## config.mk

```make
export PLATFORM = sky130hd
export DESIGN_NAME = fifo_seq_reader_flat
export DESIGN_NICKNAME = d
export VERILOG_FILES = /design/src/rtl/fifo_pkg.sv /design/src/rtl/fifo_seq_reader_if.sv /design/src/rtl/fifo_seq_reader_sat_counter.sv /design/src/rtl/fifo_seq_reader.sv /design/src/flat_wrapper.sv
export SDC_FILE = /design/constraint.sdc
export NUM_CORES = 1
export LEC_CHECK = 0
export ABC_AREA = 1
export BUFFER_PORTS_ARGS = -buffer_cell sky130_fd_sc_hd__buf_4
export CORE_MARGIN = 3
export CORE_UTILIZATION = 50
export DETAILED_ROUTE_END_ITERATION = 10
export PLACE_DENSITY_LB_ADDON = 0.12
export SLEW_MARGIN = 10
export SYNTH_ARGS = -nofsm -noshare
export SYNTH_HDL_FRONTEND = slang
export SYNTH_HIERARCHICAL = 1
export SYNTH_SLANG_ARGS = --single-unit
```

## constraint.sdc

```tcl
create_clock -name rclk -period 3.1 [get_ports rclk]
set_clock_uncertainty 0.2 [all_clocks]
set_input_delay 0.31 -clock rclk [delete_from_list [all_inputs] [get_ports rclk]]
set_output_delay 0.31 -clock rclk [all_outputs]
set_load 0.02 [all_outputs]
```

## src/rtl/fifo_pkg.sv

```systemverilog
// Shared constants for the async FIFO benches and the sequential read checker.
package fifo_pkg;

    localparam int DSIZE_DEF = 8;
    localparam int CSIZE_DEF = 16;
    localparam int GSIZE_DEF = 4;

    localparam logic [1:0] S_IDLE = 2'd0;
    localparam logic [1:0] S_RUN  = 2'd1;
    localparam logic [1:0] S_GAP  = 2'd2;
    localparam logic [1:0] S_DONE = 2'd3;

    typedef enum logic [1:0] {
        ST_IDLE = S_IDLE,
        ST_RUN  = S_RUN,
        ST_GAP  = S_GAP,
        ST_DONE = S_DONE
    } rd_state_t;

endpackage

```

## src/rtl/fifo_seq_reader_if.sv

```systemverilog
// Read port of the async FIFO: the consumer drives rinc, the FIFO drives rempty/rdata.
interface fifo_seq_reader_if #(parameter int DSIZE = fifo_pkg::DSIZE_DEF);

    logic             rinc;
    logic             rempty;
    logic [DSIZE-1:0] rdata;

    modport master (output rinc, input rempty, input rdata);
    modport slave  (input rinc, output rempty, output rdata);

endinterface

```

## src/rtl/fifo_seq_reader_sat_counter.sv

```systemverilog
// Up-counter that sticks at all-ones; clr restarts it from zero.
module sat_counter #(
    parameter int W = 16
) (
    input  logic         clk,
    input  logic         rst,
    input  logic         clr,
    input  logic         inc,
    output logic [W-1:0] cnt
);

    always_ff @(posedge clk) begin
        if (rst) begin
            cnt <= '0;
        end else if (clr) begin
            cnt <= '0;
        end else if (inc && (cnt != '1)) begin
            cnt <= cnt + W'(1);
        end
    end

endmodule

```

## src/rtl/fifo_seq_reader.sv

```systemverilog
// Drains the FIFO read port at a programmable rate and checks for an incrementing data sequence.
//
// state | meaning
// IDLE  | waiting for start after reset
// RUN   | rinc high, accepting a word whenever rempty is low
// GAP   | rinc low for rd_gap cycles after an accepted word
// DONE  | num_words accepted; results held until the next start
module fifo_seq_reader
    import fifo_pkg::*;
#(
    parameter int DSIZE = DSIZE_DEF,
    parameter int CSIZE = CSIZE_DEF,
    parameter int GSIZE = GSIZE_DEF
) (
    input  logic             rclk,
    input  logic             rrst,
    input  logic             start,
    input  logic [CSIZE-1:0] num_words,
    input  logic [GSIZE-1:0] rd_gap,
    fifo_seq_reader_if.master rd,
    output logic             busy,
    output logic             done,
    output logic [CSIZE-1:0] rd_cnt,
    output logic [CSIZE-1:0] err_cnt,
    output logic             mismatch,
    output logic [DSIZE-1:0] first_exp,
    output logic [DSIZE-1:0] first_got
);

    rd_state_t        state, state_nxt;
    logic [DSIZE-1:0] exp_q;
    logic [CSIZE-1:0] num_q;
    logic [GSIZE-1:0] gap_q;
    logic [GSIZE-1:0] gcnt;

    logic launch;
    logic accept;
    logic data_err;
    logic last_word;

    assign launch    = start && ((state == ST_IDLE) || (state == ST_DONE));
    assign accept    = (state == ST_RUN) && !rd.rempty;
    assign data_err  = accept && (rd.rdata != exp_q);
    assign last_word = (num_q != '0) && ((rd_cnt + CSIZE'(1)) == num_q);

    always_comb begin
        state_nxt = state;
        rd.rinc   = 1'b0;
        busy      = 1'b0;
        done      = 1'b0;
        case (state)
            ST_IDLE: begin
                if (start) state_nxt = ST_RUN;
            end
            ST_RUN: begin
                rd.rinc = 1'b1;
                busy    = 1'b1;
                if (accept) begin
                    if (last_word)          state_nxt = ST_DONE;
                    else if (gap_q != '0)   state_nxt = ST_GAP;
                end
            end
            ST_GAP: begin
                busy = 1'b1;
                if (gcnt == GSIZE'(1)) state_nxt = ST_RUN;
            end
            ST_DONE: begin
                done = 1'b1;
                if (start) state_nxt = ST_RUN;
            end
            default: state_nxt = ST_IDLE;
        endcase
    end

    always_ff @(posedge rclk) begin
        if (rrst) begin
            state     <= ST_IDLE;
            rd_cnt    <= '0;
            exp_q     <= '0;
            num_q     <= '0;
            gap_q     <= '0;
            gcnt      <= '0;
            mismatch  <= 1'b0;
            first_exp <= '0;
            first_got <= '0;
        end else begin
            state    <= state_nxt;
            mismatch <= data_err;
            if (launch) begin
                rd_cnt    <= '0;
                exp_q     <= '0;
                num_q     <= num_words;
                gap_q     <= rd_gap;
                first_exp <= '0;
                first_got <= '0;
            end
            if (accept) begin
                rd_cnt <= rd_cnt + CSIZE'(1);
                // Resync to the received word so a single drop costs one error, not a burst.
                exp_q  <= rd.rdata + DSIZE'(1);
                gcnt   <= gap_q;
                if (data_err && (err_cnt == '0)) begin
                    first_exp <= exp_q;
                    first_got <= rd.rdata;
                end
            end
            if (state == ST_GAP) begin
                gcnt <= gcnt - GSIZE'(1);
            end
        end
    end

    sat_counter #(.W(CSIZE)) u_err_cnt (
        .clk (rclk),
        .rst (rrst),
        .clr (launch),
        .inc (data_err),
        .cnt (err_cnt)
    );

endmodule

```

## src/flat_wrapper.sv

```systemverilog
// flat-port wrapper written by rule: the top's interface ports become plain ports
module fifo_seq_reader_flat import fifo_pkg::*;
#(
    parameter int DSIZE = DSIZE_DEF,
    parameter int CSIZE = CSIZE_DEF,
    parameter int GSIZE = GSIZE_DEF
)
  (rclk, rrst, start, num_words, rd_gap, busy, done, rd_cnt, err_cnt, mismatch, first_exp, first_got, rd_rinc, rd_rempty, rd_rdata);
  fifo_seq_reader_if #(.DSIZE(DSIZE)) rd_i ();
  input  logic rclk;
  input  logic rrst;
  input  logic start;
  input  logic [CSIZE-1:0] num_words;
  input  logic [GSIZE-1:0] rd_gap;
  output logic busy;
  output logic done;
  output logic [CSIZE-1:0] rd_cnt;
  output logic [CSIZE-1:0] err_cnt;
  output logic mismatch;
  output logic [DSIZE-1:0] first_exp;
  output logic [DSIZE-1:0] first_got;
  output wire logic [$bits(rd_i.rinc)-1:0] rd_rinc;
  input wire logic [$bits(rd_i.rempty)-1:0] rd_rempty;
  input wire logic [$bits(rd_i.rdata)-1:0] rd_rdata;
  assign rd_rinc = rd_i.rinc;
  assign rd_i.rempty = rd_rempty;
  assign rd_i.rdata = rd_rdata;
  fifo_seq_reader #(.DSIZE(DSIZE), .CSIZE(CSIZE), .GSIZE(GSIZE)) u_core (.rclk(rclk), .rrst(rrst), .start(start), .num_words(num_words), .rd_gap(rd_gap), .rd(rd_i), .busy(busy), .done(done), .rd_cnt(rd_cnt), .err_cnt(err_cnt), .mismatch(mismatch), .first_exp(first_exp), .first_got(first_got));
endmodule
```

Word-level counts from Yosys, hierarchy flattened

Index checks and enable logic that the tools add are counted.

Register bits: 83
Input bits: 32
Output and inout bits: 52
Word-level logic and storage cells: 64

Add/sub/neg operators: 4
Eq/ne operators: 11
Multiplexer cells: 21
Reduce and logical (&&, ||, !) cells: 18

Operators with widths:

| cell                                                 | count |
|---|---|
| 2-to-1 mux 8 bit                                     | 8 |
| adder 16 x 1 -> 16 bit (second input constant)       | 2 |
| 2-to-1 mux 16 bit                                    | 2 |
| equality test 16 bit                                 | 1 |
| zero test 16 bit                                     | 1 |
| != test 16 bit (second input constant)               | 1 |
| nonzero test 16 bit                                  | 1 |
| 2-to-1 mux 2 bit                                     | 5 |
| adder 8 x 1 -> 8 bit (second input constant)         | 1 |
| 2-to-1 mux 4 bit                                     | 2 |
| != test 8 bit                                        | 1 |
| logical AND 1 bit                                    | 6 |
| != test 2 x 1 -> 1 bit (second input constant)       | 3 |
| case mux 2 bit (3 select lines)                      | 1 |
| OR reduction 2 bit                                   | 3 |
| equality test 2 bit (second input constant)          | 2 |
| equality test 4 x 1 -> 1 bit (second input constant) | 1 |
| AND reduction 4 bit                                  | 1 |
| nonzero test 2 bit                                   | 2 |
| nonzero test 4 bit                                   | 1 |
| subtractor 4 x 1 -> 4 bit (second input constant)    | 1 |
| 2-to-1 mux 1 bit                                     | 3 |
| != test 3 x 2 -> 1 bit (second input constant)       | 1 |
| equality test 2 x 1 -> 1 bit (second input constant) | 1 |
| 3 further kinds                                      | 3 |

Logic depth before layout (Yosys ltp)

Gate-level depths: netlist (run 1).

Word-level depth: 6
Mapped depth: 15

Hierarchy

The synthesis (run 1) kept the hierarchy.

By module, submodules not included:

| module          | instances | cells an instance | area each (um^2) | seq. area each (um^2) |
|---|---|---|---|---|
| fifo_seq_reader | 1         | 547               | 3617.2           | 1341.3 |
| sat_counter     | 1         | 156               | 1004.7           | 320.3 |

Least setup slack after synthesis (run 1)

No wires, ideal clock.

Kind: register to register
Start point: register u_core.state[1]
End point: register u_core.u_err_cnt.cnt[14]
Data arrival time: 2.182 ns
Slack: 0.603 ns
Stages on the path, launching flop included: 15
Buffers on the path: 1
Path through: dfxtp_1 -> inv_1 -> ha_1 -> inv_1 -> nor2_1 -> clkbuf_1 -> nand2_1 -> inv_1 -> inv_2 -> nor2_1 -> nand2_1 -> nor2_1 -> nand3_1 -> nand2_1 -> nor2_1

Word-level cells in the longest chain between the ends: 4
Elaborated cells between the ends (all ways): 9

RTL lines:

| element                      | RTL line                          | RTL |
|---|---|---|
| start: declaration           | fifo_seq_reader.sv:30             | `rd_state_t state, state_nxt;` |
| start signal: assignment     | fifo_seq_reader.sv:87             | `state <= state_nxt;` |
| equality test 2 x 1 -> 1 bit | fifo_seq_reader.sv:42             | `assign accept = (state == ST_RUN) && !rd.rempty;` |
| logical AND 1 bit            | fifo_seq_reader.sv:42             |  |
| logical AND 1 bit            | fifo_seq_reader.sv:43             | `assign data_err = accept && (rd.rdata != exp_q);` |
| named net u_core.data_err    | fifo_seq_reader.sv:38             | `logic data_err;` |
| logical AND 1 bit            | fifo_seq_reader_sat_counter.sv:17 | `end else if (inc && (cnt != '1)) begin` |
| end signal: assignment       | fifo_seq_reader_sat_counter.sv:18 | `cnt <= cnt + W'(1);` |
| end: declaration             | fifo_seq_reader_sat_counter.sv:9  | `output logic [W-1:0] cnt` |

The timed path passes the listed nets, and every way through them passes these cells.
A chain may end at the register's enable or synchronous reset.

Final worst setup path (run 1)

Start point: register u_core.state[1]
End point: register u_core.first_got[6]

Word-level cells in the longest chain between the ends: 6
Elaborated cells between the ends (all ways): 11

RTL lines:

| element                                                      | RTL line                                      | RTL |
|---|---|---|
| equality test 2 bit, or another cell as far along            | fifo_seq_reader.sv:41                         | `assign launch = start && ((state == ST_IDLE) \|\| (state == ST_DONE));` |
| logical OR 1 bit / logical AND 1 bit (equally long branches) | fifo_seq_reader.sv:41, fifo_seq_reader.sv:42  |  |
| logical AND 1 bit (on tied branches)                         | fifo_seq_reader.sv:41, fifo_seq_reader.sv:43  |  |
| 2-to-1 mux 8 bit / logical AND 1 bit (equally long branches) | fifo_seq_reader.sv:89, fifo_seq_reader.sv:102 |  |
| 2-to-1 mux 8 bit                                             | fifo_seq_reader.sv:102                        | `if (data_err && (err_cnt == '0)) begin` |
| 2-to-1 mux 8 bit *                                           | fifo_seq_reader.sv:97                         | `if (accept) begin` |
| end signal: assignment                                       | fifo_seq_reader.sv:104                        | `first_got <= rd.rdata;` |
| end: declaration                                             | fifo_seq_reader.sv:27                         | `output logic [DSIZE-1:0] first_got` |

Mark *: on every way between the ends. The rest lies on a longest branch, timed or not.

==> results.sh, run 1 <==
export IMPL_status="complete, no violations"
export IMPL_vdd_drop_max_mv=0.328
export IMPL_crit_slowest_cell="dfxtp_1"
export IMPL_cp_required_ns=3.15
export IMPL_drc=0
export IMPL_worst_path_buf_inv=4
export IMPL_ys_ff_latch=83
export IMPL_grt_start_max_net_pins=50
export IMPL_drtPass1Iterations=5
export IMPL_grt_pass1_vias=4465
export IMPL_yosysTopAreaCell="dfxtp_1"
export IMPL_drv_cap=0
export IMPL_power_density_nw_per_um2=630
export IMPL_worst_pin_slew_ns=0.477
export IMPL_yosys_area_top_type_share_pct=36.0
export IMPL_insertion_delay_ns=0.37
export IMPL_postLayoutCellArea_um2=5550
export IMPL_vias=4805
export IMPL_synthTopCellsByArea="dfxtp_1 (36%), nand2_1 (15%), a21oi_1 (7.0%)"
export IMPL_drive_above_1_share_pct=18.4
export IMPL_hold_violations=0
export IMPL_cts_root_buf="clkbuf_8"
export IMPL_pin_count=84
export IMPL_seq_area_frac_synth_pct=36.0
export IMPL_start_kind="register"
export IMPL_die_height_um=102
export IMPL_crit_path_end_kind="register"
export IMPL_yosysWarningCount=6
export IMPL_setup_tns_ns=0
export IMPL_clock_sinks=83
export IMPL_grt_setup_unrepaired="false"
export IMPL_fill_cells=850
export IMPL_slowest_delay_ns=0.35
export IMPL_grt_pass1_wl_um=20000
export IMPL_syn_nets=743
export IMPL_crit_cells=9
export IMPL_num_rows=34
export IMPL_total_power_uw=3500
export IMPL_grt_antenna_before_repair=0
export IMPL_criticalPathCategory="register to register"
export IMPL_final_net_count=822
export IMPL_min_delay_path_depth=3
export IMPL_pre_cts_ws_ns=0.948
export IMPL_placed_area_um2=5320
export IMPL_cts_resized=0
export IMPL_cts_htree_levels=3
export IMPL_worstPathArrival_ns=2.23
export IMPL_wl_um=12000
export IMPL_post_cts_buffers=0
export IMPL_crit_family="buffers and inverters"
export IMPL_finalCritPeriodShare_pct=70.3
export IMPL_numCtsBuffers=9
export IMPL_postRouteAntennaNets=0
export IMPL_via_per_inst=5.37
export IMPL_port_buffers=83
export IMPL_p_leak_uw=0.00242
export IMPL_clockBufferDepth=2
export IMPL_drtIter0Drc=220
export IMPL_slew_violations=0
export IMPL_die_w_um=102
export IMPL_gp_congestion=0.934
export IMPL_syn_to_final_growth_pct=20.0
export IMPL_crit_fanout=32
export IMPL_synth_area_um2=4620
export IMPL_overflow=0
export IMPL_max_freq_mhz=459
export IMPL_avgSynthCellArea_um2=6.57
export IMPL_grt_usage_pct=23.7
export IMPL_diodes=0
export IMPL_dpl_hpwl_um=8860
export IMPL_cts_clk_slew_worst_paths_ns=0.09
export IMPL_start_util_pct=52.2
export IMPL_period_needed_ns=2.18
export IMPL_rr_worst_depth=9
export IMPL_hp_class="input port to register"
export IMPL_cts_tree="done"
export IMPL_cp_cell_sequence="inv_1 -> ha_1 -> inv_1 -> nor2_1 -> buf_4 -> nand3b_1 -> buf_4 -> o21ai_0 -> a21oi_1"
export IMPL_wl_per_cell_um=13.4
export IMPL_relSlewSlack_pct=67.8
export IMPL_synth_cell_type_count=37
export IMPL_core_area_um2=8850
export IMPL_setup_viol=0
export IMPL_hold_slack_ns=0.00721
export IMPL_syn_inst=703
export IMPL_dieArea_um2=10400
export IMPL_fin_ws_ns=0.921
[per-layer routing]
layer  up-vias  global-route usage (%)  part of all wire [%]
met5         -                       0                     0
met4         0                    12.6                   3.6
met3        34                    3.69                   4.7
met2       148                    40.9                    49
met1      2202                    28.3                    43
li1       2421                       -                     -
[placed cells by master (no fill, tap or decap), drive strengths merged, types with 2 or more instances in the layout]
master and count:
dfxtp 83, nand3 59, clkinvlp 2, nand2 193, nand4 11, nor3 2
a21oi 65, nor4 5, dlygate4sd3 2, nor2 106, xor2 8, buf 89
inv 76, o21ai 48, o21bai 3, nand3b 6, clkbuf 10, clkinv 2
ha 8, a31oi 2
[area by class of cell]
class                           instances  area (um2)  share of cell area [%]
Clock inverter                          6        71.3                    1.29
Multi-Input combinational cell        522        2570                    46.4
Timing Repair Buffer                   91         688                    12.4
Clock buffer                           10         138                    2.48
Sequential cell                        83        1660                    30.0
Tap cell                              108         135                    2.44
Inverter                               75         282                    5.07
[repair_timing]
item | CTS | global route
endpoints found under the setup margin | 0 | 0
hold buffers | 2 | 0
endpoints found under the hold margin | 2 | 0
[cells by family after synthesis]
kind of cell,count (synthesis),share of synthesized area (%)
flops,83,36.0
simple gates,385,38.3
fa+ha+maj,8,2.17
compound gates,120,13.5
xor+xnor,9,1.71
buf+inv,98,8.39
[where the power goes]
group	switching, uW	internal, uW	total, uW
Clock	428	401	829
Combinational	806	466	1270
Sequential	144	1250	1400
Total	1380	2120	3500
[state kept, by name, indices dropped and copies added (netlist names), 4 cells and up]
name	flops
u_core/first_got	8
u_core/gap_q	4
u_core/gcnt	4
u_core/exp_q	8
u_core/u_err_cnt/cnt	16
u_core/num_q	16
u_core/first_exp	8
u_core/rd_cnt	16
[worst register-to-register path: cells and delay by family, from the launching register on]
| kind | cells | cell delay, ns |
|---|---|---|
| adder cells (fa/ha/maj) | 1 | 0.20 |
| flip-flops | 1 | 0.35 |
| buffers and inverters | 4 | 0.74 |
| AO/OA/AOI/OAI | 2 | 0.28 |
| AND/OR/NAND/NOR | 2 | 0.29 |
[synthesized netlist by cell type]
master    instances
nand3b_1          6
a21oi_1          65
nand2_4           4
nor2_8            1
nand3_2           2
and2_2            1
o21bai_1          1
or2_2             1
nand2_1         184
a32oi_1           1
inv_1            72
o21ai_1           2
nand4_4           1
and3_2            1
clkbuf_1         16
clkbuf_2          1
o21bai_2          2
nor2_2           12
a31oi_1           2
o41ai_1           1
clkinv_1          1
dfxtp_1          83
o21ai_0          46
ha_1              8
nand3_1          57
xor2_1            8
nand2_2           5
inv_2             2
buf_2             3
nor2_4            8
nand4_1          10
buf_1             1
nor3_1            2
nor4_1            5
xnor2_1           1
buf_6             2
nor2_1           85
[metrics by stage]
step,utilization (%),instances
floorplan,-,703
global placement,60.1,877
detailed placement,60.1,877
CTS,62.7,895
global route,62.7,895
finish,62.7,895
[path summary, 6_finish.rpt]
| check | from | to | slack, ns |
|---|---|---|---|
| max reg2reg | u_core/state[1]$_SDFFE_PP0P_ | u_core/first_got[6]$_SDFF_PP0_ | 0.92 |
| min | num_words[1] | u_core/num_q[1]$_SDFFE_PP0P_ | 0.007 |
| min reg2reg | u_core/first_exp[5]$_SDFF_PP0_ | u_core/first_exp[5]$_SDFF_PP0_ | 0.27 |
| max | u_core/state[1]$_SDFFE_PP0P_ | u_core/first_got[6]$_SDFF_PP0_ | 0.92 |
(Power assumes the default switching activity.)
==> run 2: changes to the inputs <==
==> constraint.sdc (replaced) <==
create_clock -name rclk -period 1.91 [get_ports rclk]
set_clock_uncertainty 0.2 [all_clocks]
set_input_delay 0.191 -clock rclk [delete_from_list [all_inputs] [get_ports rclk]]
set_output_delay 0.191 -clock rclk [all_outputs]
set_load 0.02 [all_outputs]
==> run 2 against run 1 <==
The run now ends with setup timing left. Critical path depth up 6. Register-to-register slack got worse by 1.1 ns. Sequential power grew 62%. Sequential share of layout area down 5.3 points. Critical path type unchanged. Highest routed layer unchanged.
==> results.sh, run 2 (synthesized netlist as in run 1, its figures left out) <==
export IMPL_status="complete, but fails checks"
export IMPL_violations="setup timing"
export IMPL_clockBufferDepth=2
export IMPL_fin_ws_ns=-0.148
export IMPL_crit_path_end_kind="register"
export IMPL_start_kind="register"
export IMPL_vdd_drop_max_mv=0.666
export IMPL_grt_setup_unrepaired="true"
export IMPL_worstPathArrival_ns=2.16
export IMPL_grt_start_max_net_pins=50
export IMPL_worst_pin_slew_ns=0.434
export IMPL_mostFrequentLayoutCells="nand2_1 (177), buf_4 (148), dfxtp_1 (71)"
export IMPL_hp_class="input port to register"
export IMPL_setup_viol=6
export IMPL_placed_area_um2=5750
export IMPL_fill_cells=651
export IMPL_final_net_count=925
export IMPL_diodes=0
export IMPL_dieArea_um2=10400
export IMPL_grt_usage_pct=26.5
export IMPL_critPathLaunch="u_core/rd_cnt[0]$_SDFFE_PP0P_"
export IMPL_drtPass1Iterations=7
export IMPL_gp_congestion=0.829
export IMPL_reg2reg_from="u_core/rd_cnt[0]$_SDFFE_PP0P_"
export IMPL_layout_commonest_cell="nand2_1"
export IMPL_met2_usage_pct=45.8
export IMPL_worst_path_buf_inv=2
export IMPL_crit_family="simple AND/OR/NAND/NOR gates"
export IMPL_rr_worst_depth=15
export IMPL_postLayoutCellArea_um2=6810
export IMPL_placedCellCount=925
export IMPL_wl_um=15100
export IMPL_hold_violations=0
export IMPL_crit_cells=15
export IMPL_clock_sinks=83
export IMPL_drv_cap=0
export IMPL_period_needed_ns=2.06
export IMPL_port_buffers=83
export IMPL_setup_tns_ns=-0.381
export IMPL_finalCritPeriodShare_pct=108
export IMPL_grt_antenna_before_repair=0
export IMPL_power_density_nw_per_um2=954
export IMPL_pin_count=84
export IMPL_insertion_delay_ns=0.36
export IMPL_drive_above_1_share_pct=32.5
export IMPL_num_rows=34
export IMPL_grt_pass1_vias=4819
export IMPL_cts_tree="done"
export IMPL_via_per_inst=5.46
export IMPL_cp_required_ns=2.01
export IMPL_drtIter0Drc=277
export IMPL_fin_cells=998
export IMPL_top_regs="u_core/num_q (16), u_core/rd_cnt (16), u_core/u_err_cnt/cnt (16)"
export IMPL_met3_usage_pct=3.75
export IMPL_grt_busiest_layer="met2"
export IMPL_dpl_hpwl_um=9430
export IMPL_slowest_delay_ns=0.37
export IMPL_numCtsBuffers=9
export IMPL_p_leak_uw=0.00301
export IMPL_wl_per_cell_um=15.1
export IMPL_vias=5445
export IMPL_cts_htree_levels=3
export IMPL_core_area_um2=8850
export IMPL_die_height_um=102
export IMPL_start_util_pct=52.2
export IMPL_hold_slack_ns=0.0423
export IMPL_crit_fanout=5
export IMPL_drc=0
export IMPL_r2r_setup_slack_ns=-0.15
export IMPL_die_w_um=102
export IMPL_crit_path_end="u_core/state[1]$_SDFFE_PP0P_"
export IMPL_crit_slowest_cell="dfxtp_4"
export IMPL_syn_to_final_growth_pct=47.3
export IMPL_regToRegEndpoint="u_core/state[1]$_SDFFE_PP0P_"
export IMPL_criticalPathCategory="register to register"
export IMPL_postRouteAntennaNets=0
export IMPL_slew_violations=0
export IMPL_grt_util_met1_pct=33.5
export IMPL_cts_root_buf="clkbuf_8"
export IMPL_overflow=0
export IMPL_cp_cell_sequence="ha_4 -> nand2_4 -> nor2_4 -> nand2_4 -> nand2_4 -> buf_4 -> nand3_2 -> nand2_1 -> nor2_2 -> nand2_1 -> nor2_2 -> nand3_2 -> nand3_2 -> nand2_1 -> inv_1"
export IMPL_cts_clk_slew_worst_paths_ns=0.09
export IMPL_grt_pass1_wl_um=22200
export IMPL_relSlewSlack_pct=70.7
export IMPL_max_freq_mhz=486
==> run 2: changes by cell type in the layout (fill, tap and decap cells not counted), sizes merged <==
cell	change
buf	+73
nor2	+1
nand4	+1
clkinvlp	+1
dlygate4sd3	+27
==> run 2: final cells by class <==
type,count,area [um2],share of cell area [%]
clock buffer,9,124,1.82
tap,108,135,1.98
timing repair buffer,192,1600,23.5
multi-input combinational,524,2890,42.4
sequential,83,1680,24.7
inverter,75,305,4.48
clock inverter,7,76.3,1.12
==> run 2: where the power goes <==
group | internal, uW | switching, uW | leakage (uW) | total (uW)
combinational | 1240 | 1680 | 0.00224 | 2920
clock | 614 | 697 | 0.0000962 | 1310
sequential | 2040 | 226 | 0.000682 | 2270
total | 3900 | 2600 | 0.00301 | 6500
==> run 2: worst min path at each step <==
stage	startpoint	endpoint	slack, ns	cells after the start
global placement	rd_gap[2]	u_core/gap_q[2]$_SDFFE_PP0P_	0.24	3
CTS	rd_rdata[7]	u_core/exp_q[7]$_SDFFE_PP0P_	0.03	4
finish	rd_rdata[7]	u_core/exp_q[7]$_SDFFE_PP0P_	0.04	4
floorplan	rd_gap[0]	u_core/gap_q[0]$_SDFFE_PP0P_	0.16	2
global route	rd_rdata[1]	u_core/exp_q[1]$_SDFFE_PP0P_	0.07	4
detailed placement	num_words[4]	u_core/num_q[4]$_SDFFE_PP0P_	0.25	3
==> run 2: worst reg2reg max path, stage by stage (launching register included) <==
cell and delay, ns:
dfxtp_4 0.37, ha_4 0.17, nand2_4 0.08, nor2_4 0.06, nand2_4 0.12, nand2_4 0.07, buf_4 0.13, nand3_2 0.06
nand2_1 0.07, nor2_2 0.15, nand2_1 0.08, nor2_2 0.12, nand3_2 0.13, nand3_2 0.11, nand2_1 0.05, inv_1 0.04
==> run 2: metal layers <==
metal | up-vias | wire length [um]
met4 | 0 | 417
met3 | 39 | 962
met5 | - | 0
met1 | 2551 | 6220
met2 | 215 | 7510
li1 | 2640 | -
==> run 2: timing repair <==
item,CTS,global route
buffers inserted,15,8
resized for setup,28,77
endpoints found under the hold margin,33,0
cloned,0,5
endpoints found under the setup margin,53,66
hold buffers,29,0
pin swaps,21,38
==> run 2: per-stage QoR <==
| step | setup slack (ns) | util (%) | power [uW] |
|---|---|---|---|
| floorplan | 0.00499 | - | 3780 |
| global placement | -0.219 | 64.9 | 4490 |
| detailed placement | -0.290 | 64.9 | 4550 |
| CTS | -0.0781 | 72.9 | 6050 |
| global route | -0.263 | 77.0 | 6850 |
| finish | -0.148 | 77.0 | 6500 |
